[config.mk]
export PLATFORM = sky130hd
export DESIGN_NAME = tilt_duty_ctrl
export DESIGN_NICKNAME = d
export VERILOG_FILES = /design/src/rtl/tilt_pkg.sv /design/src/rtl/tilt_avg4.sv /design/src/rtl/tilt_duty_ctrl.sv
export SDC_FILE = /design/constraint.sdc
export NUM_CORES = 1
export LEC_CHECK = 0
export BUFFER_PORTS_ARGS = -buffer_cell sky130_fd_sc_hd__buf_4
export CAP_MARGIN = 20
export CORE_ASPECT_RATIO = 1.2
export CORE_UTILIZATION = 45
export CTS_CLUSTER_SIZE = 16
export DETAILED_ROUTE_END_ITERATION = 8
export HOLD_SLACK_MARGIN = 0.02
export PLACE_DENSITY_LB_ADDON = 0.08
export SLEW_MARGIN = 25
export SYNTH_ARGS = -nofsm -noshare
export SYNTH_HDL_FRONTEND = slang
export SYNTH_SLANG_ARGS = --single-unit
[constraint.sdc]
create_clock -name clk -period 5.2 [get_ports clk]
set_input_delay 1.56 -clock clk [delete_from_list [all_inputs] [get_ports clk]]
set_output_delay 1.56 -clock clk [all_outputs]
set_load 0.1 [all_outputs]
[src/rtl/tilt_pkg.sv]
// rtl/tilt_pkg.sv - shared states, default parameters and duty clamp helper for tilt_duty_ctrl
package tilt_pkg;

    typedef enum logic [2:0] {
        S_PRIME = 3'd0,
        S_IDLE  = 3'd1,
        S_AVG   = 3'd2,
        S_EVAL  = 3'd3,
        S_APPLY = 3'd4
    } tilt_state_e;

    localparam int DEF_DUTY_INIT = 50;
    localparam int DEF_DUTY_MAX  = 100;
    localparam int DEF_STEP      = 5;
    localparam int DEF_DEADBAND  = 16;

    // 9-bit arithmetic so an up step never wraps before the clamp.
    function automatic logic [7:0] sat_step(input logic [7:0] duty, input logic up,
                                            input logic [7:0] step, input logic [7:0] max);
        logic [8:0] sum;
        sum = {1'b0, duty} + {1'b0, step};
        if (up)
            return (sum > {1'b0, max}) ? max : sum[7:0];
        else
            return (duty < step) ? 8'd0 : (duty - step);
    endfunction

endpackage

[src/rtl/tilt_avg4.sv]
// rtl/tilt_avg4.sv - 4-tap moving average of accepted samples with preloadable history
module tilt_avg4 #(
    parameter int DATA_W = 16
) (
    input  logic                     clk,
    input  logic                     reset,
    input  logic                     load,
    input  logic                     preload,
    input  logic signed [DATA_W-1:0] din,
    output logic signed [DATA_W-1:0] dout
);

    logic signed [DATA_W-1:0] hist [4];
    logic signed [DATA_W+1:0] sum;
    logic signed [DATA_W+1:0] din_ext;
    logic signed [DATA_W+1:0] old_ext;

    assign din_ext = {{2{din[DATA_W-1]}}, din};
    assign old_ext = {{2{hist[3][DATA_W-1]}}, hist[3]};

    always_ff @(posedge clk) begin
        if (reset) begin
            for (int i = 0; i < 4; i++) hist[i] <= '0;
            sum <= '0;
        end else if (preload) begin
            for (int i = 0; i < 4; i++) hist[i] <= din;
            sum <= din_ext <<< 2;
        end else if (load) begin
            hist[0] <= din;
            for (int i = 1; i < 4; i++) hist[i] <= hist[i-1];
            sum <= sum + din_ext - old_ext;
        end
    end

    assign dout = DATA_W'(sum >>> 2);

endmodule

[src/rtl/tilt_duty_ctrl.sv]
// rtl/tilt_duty_ctrl.sv - tilt sample to PWM duty stepper; TILT_DUTY_AVG_EN adds a 4-tap average stage
module tilt_duty_ctrl
    import tilt_pkg::*;
#(
    parameter int DATA_W    = 16,
    parameter int DUTY_INIT = DEF_DUTY_INIT,
    parameter int DUTY_MAX  = DEF_DUTY_MAX,
    parameter int STEP      = DEF_STEP,
    parameter int DEADBAND  = DEF_DEADBAND
) (
    input  logic                     clk,
    input  logic                     reset,
    input  logic                     enable,
    input  logic                     data_update,
    input  logic signed [DATA_W-1:0] data_x,
    output logic [7:0]               duty_cycle,
    output logic                     duty_valid,
    output logic                     dir_up,
    output logic                     at_limit,
    output logic                     overrun
);

    tilt_state_e state, state_n;

    logic signed [DATA_W-1:0] prev_x;
    logic signed [DATA_W-1:0] sample_q;
    logic signed [DATA_W:0]   delta;
    logic        [DATA_W:0]   mag;
    logic                     move, up, move_q, up_q;
    logic                     strobe, busy;

    assign strobe = data_update & enable;
    assign busy   = (state == S_AVG) || (state == S_EVAL) || (state == S_APPLY);

    // One extra bit of width keeps full-scale swings from overflowing.
    assign delta = {sample_q[DATA_W-1], sample_q} - {prev_x[DATA_W-1], prev_x};
    assign mag   = delta[DATA_W] ? unsigned'(-delta) : unsigned'(delta);
    assign move  = mag > (DATA_W+1)'(DEADBAND);
    assign up    = ~delta[DATA_W] && (delta != '0);

    assign at_limit = (duty_cycle == 8'd0) || (duty_cycle == 8'(DUTY_MAX));

`ifdef TILT_DUTY_AVG_EN
    logic signed [DATA_W-1:0] avg_out;

    tilt_avg4 #(.DATA_W(DATA_W)) u_avg (
        .clk     (clk),
        .reset   (reset),
        .load    ((state == S_IDLE) && strobe),
        .preload ((state == S_PRIME) && strobe),
        .din     (data_x),
        .dout    (avg_out)
    );
`endif

    always_ff @(posedge clk) begin
        if (reset) state <= S_PRIME;
        else       state <= state_n;
    end

    always_comb begin
        state_n = state;
        case (state)
            S_PRIME: if (strobe) state_n = S_IDLE;
`ifdef TILT_DUTY_AVG_EN
            S_IDLE:  if (strobe) state_n = S_AVG;
`else
            S_IDLE:  if (strobe) state_n = S_EVAL;
`endif
            S_AVG:   state_n = S_EVAL;
            S_EVAL:  state_n = S_APPLY;
            S_APPLY: state_n = S_IDLE;
            default: state_n = S_PRIME;
        endcase
    end

    always_ff @(posedge clk) begin
        if (reset) begin
            prev_x     <= '0;
            sample_q   <= '0;
            move_q     <= 1'b0;
            up_q       <= 1'b0;
            duty_cycle <= 8'(DUTY_INIT);
            duty_valid <= 1'b0;
            dir_up     <= 1'b0;
            overrun    <= 1'b0;
        end else begin
            duty_valid <= 1'b0;
            if (busy && strobe) overrun <= 1'b1;
            case (state)
                S_PRIME: if (strobe) prev_x <= data_x;
`ifdef TILT_DUTY_AVG_EN
                S_AVG:   sample_q <= avg_out;
`else
                S_IDLE:  if (strobe) sample_q <= data_x;
`endif
                S_EVAL: begin
                    move_q <= move;
                    up_q   <= up;
                end
                S_APPLY: begin
                    duty_valid <= 1'b1;
                    // Baseline only advances on a real move so slow drift keeps accumulating.
                    if (move_q) begin
                        prev_x     <= sample_q;
                        dir_up     <= up_q;
                        duty_cycle <= sat_step(duty_cycle, up_q, 8'(STEP), 8'(DUTY_MAX));
                    end
                end
                default: ;
            endcase
        end
    end

endmodule

==> flow_summary_export.csv <==
group,metric,value,unit
die,core_area,7750,um^2
die,ios,32,
timing,drv_slew,0,
cells_and_area,fin_area,4010,um^2
detailed_routing,wl_per_cell,14.7,um
pwr,leakagePower,1.54,nW
yosys,ys.flop_type,"dfxtp_1",
die,dieHeight,100,um
global_routing,use_met3,2.47,%
pwr,combinationalPowerShare,36.5,%
pwr,p_sw_share,35.3,%
timing,tightest_slew,0.953,ns
yosys,synthCells,488,
cts,clock-sinks,48,
timing,holdWs,0.464,ns
cts,clk_path_buf_depth,2,
cts,clock-root-buffer,"clkbuf_8",
cts,cts_hold_buffers,0,
global_routing,groute.layer.met2.usage,36.5,%
worst_setup_path,cp.required,5.37,ns
yosys,avgSynthCellArea,7.43,um^2
yosys,ys_warn_count,0,
cts,cts_resized,0,
yosys,synth_area_leaders,"dfxtp_1 26%, ha_1 7.2%, nand2_1 6.7%, a21oi_1 6.6%, nor2_1 5.5%",
placed_design,hpwl,6430,um
yosys,synthDistinctLibCells,59,
yosys,synth_edf_count,0,
global_routing,grt-busiest-layer,"met2",
die,rows,35,
cts,clk_latency,0.30,ns
cts,cts.clk_slew.worst_paths,0.09,ns
yosys,yosysTopAreaCellShare,26.5,%
run_status,violations,"DRC",
placed_design,preCtsSetupSlack,1.72,ns
detailed_routing,antenna_left,0,
timing,setup_ws,1.68,ns
cells_and_area,area_delta_synth_final,10.5,%
yosys,ys_ff_latch,48,
timing,fin_crit_sh,67.6,%
die,dieArea,8420,um^2
worst_setup_path,reg2reg_slack,1.68,ns
detailed_routing,vias,3471,
pwr,switchingPower,348,uW
placed_design,globalplace.congestion,0.880,
pwr,p_int,638,uW
worst_setup_path,arrival,3.69,ns
yosys,synth_top_area_cell,"dfxtp_1",
cts,cts_tree,"yes",
yosys,syn-num-nets,530,
yosys,seq_area_frac_synth,26.5,%
cells_and_area,final_nets,543,
cts,post_cts_buffers,0,
die,start_util,46.8,%
global_routing,grt_max_degree,49,
pwr,ir_drop,0.106,mV
cts,htreeDepth,2,
run_status,status,"complete, but fails checks",
worst_setup_path,crit_type,"register to register",
detailed_routing,dr.pass1.iters,6,
pwr,clkPwrFrac,23.8,%
global_routing,track_usage,21.4,%
die,dieWidth,84.0,um
worst_setup_path,critPathLaunchType,"register",
pwr,finalPower,987,uW
cells_and_area,drive_gt1_share,12.0,%
cells_and_area,instances_no_fill,594,
timing,finalSetupViolations,0,
worst_setup_path,endpoint_kind,"register",
timing,rsz0062_at_grt,"no",
flow_run,maxCapViolations,0,
global_routing,grt_pass1_wl,14700,um
pwr,power.density,246,nW/um^2
detailed_routing,first_iter_violations,97,
global_routing,grt_antenna_before_repair,0,
cts,cts_buffers,5,
cells_and_area,num_antenna_cells,0,
worst_setup_path,worstPathMaxFanout,5,
global_routing,gr-total-overflow,0,
global_routing,grt_use_met1,27.7,%
detailed_routing,via_per_inst,5.84,
cells_and_area,final_util,51.7,%
hold_path,hp-class,"register to register",
timing,slew_headroom,36.3,%
timing,hold_violations,0,
detailed_routing,drc_errors,2,
placed_design,dp_cells,586,
yosys,netlist_area,3630,um^2
yosys,synth-async-reset-ratio,0,%
placed_design,postPlaceCellArea,3910,um^2
timing,period_minus_slack,3.52,ns
timing,max_freq,284,MHz
timing,final.setup_skew,0.00537,ns
global_routing,grt_pass1_vias,3099,
placed_design,port_buffers,31,
pwr,seqPwrFrac,39.7,%
timing,tns,0,ns
detailed_routing,drt-total-wl,8710,um
## per-layer routing
| layer | routed length, um | share of wire [%] |
|---|---|---|
| met5 | 0 | 0 |
| met4 | 196 | 2.3 |
| met3 | 225 | 2.6 |
| met2 | 4160 | 48 |
| met1 | 4130 | 47 |
## area by class of cell
type	instances	area, um^2
Clock buffer	6	82.6
Clock inverter	2	10.0
Sequential cell	48	961
Inverter	25	93.8
Multi-Input combinational cell	387	2490
Fill cell	795	3740
Timing Repair Buffer	34	255
Tap cell	92	115
## critical path, stage by stage, from the launching register on
cell	delay [ns]
dfxtp_1	0.37
inv_1	0.05
ha_1	0.24
fa_1	0.44
or2b_1	0.26
a21oi_1	0.15
xor2_1	0.13
or4_4	0.54
nor4_4	0.35
nand3_1	0.18
o21ai_0	0.22
a31oi_1	0.06
nor4_1	0.28
a211oi_1	0.12
## sequential cells by signal (all words and copies together) (netlist names)
| register | cells |
|---|---|
| dir_up | 1 |
| duty_cycle | 8 |
| duty_valid | 1 |
| move_q | 1 |
| overrun | 1 |
| prev_x | 16 |
| sample_q | 16 |
| state | 3 |
| up_q | 1 |
## cell usage after synthesis (10+ instances only)
master    instances
nand2_1          65
nor2_1           53
a21oi_1          48
dfxtp_1          48
clkbuf_1         25
inv_1            25
a211oi_1         22
ha_1             21
mux2i_1          19
o21ai_0          19
nor3_1           12
nand3_1          10
## cell families after synthesis
| logic type | count (synthesis) | share of synthesized area (%) |
|---|---|---|
| buffers and inverters | 53 | 5.52 |
| muxes | 22 | 6.28 |
| xor gates and xnor gates | 12 | 2.90 |
| adders and majority gates | 22 | 7.80 |
| DFF | 48 | 26.5 |
| and+or+nand+nor | 194 | 26.0 |
| AOI/OAI and AO/OA | 137 | 25.0 |
## worst paths after layout
check                                 start      to  cells past startpoint
worst max-delay path            sample_q[0]  move_q                     13
worst min-delay path                 dir_up  dir_up                      2
worst max register to register  sample_q[0]  move_q                     13
worst min register to register       dir_up  dir_up                      2
## power groups by stage
stage	Clock [mW]	Combinational (mW)	Sequential, mW
floorplan	0	0.286	0.397
global placement	0	0.353	0.400
detailed placement	0	0.358	0.400
CTS	0.244	0.360	0.392
global route	0.258	0.405	0.394
finish	0.235	0.361	0.392
## cells in the final DEF (no fill, tap or decap), types with 4 or more instances in the layout
| cell | count |
|---|---|
| a21oi_1 | 48 |
| or2_2 | 4 |
| buf_4 | 34 |
| mux2i_1 | 19 |
| xnor2_1 | 7 |
| a31oi_1 | 6 |
| inv_1 | 25 |
| nor3b_1 | 5 |
| o2111ai_1 | 4 |
| dfxtp_1 | 48 |
| o21a_1 | 5 |
| a21o_1 | 6 |
| nor4_1 | 4 |
| nand2_1 | 65 |
| clkbuf_8 | 6 |
| nor2_1 | 53 |
| xor2_1 | 5 |
| nor3_1 | 10 |
| nand3_1 | 10 |
| and2_1 | 7 |
| o21ai_0 | 19 |
| o31ai_1 | 4 |
| or3_1 | 7 |
| ha_1 | 21 |
| nor2b_1 | 7 |
| nand4_1 | 4 |
| a211oi_1 | 22 |
Note: power is estimated with default switching activity, not from simulation.
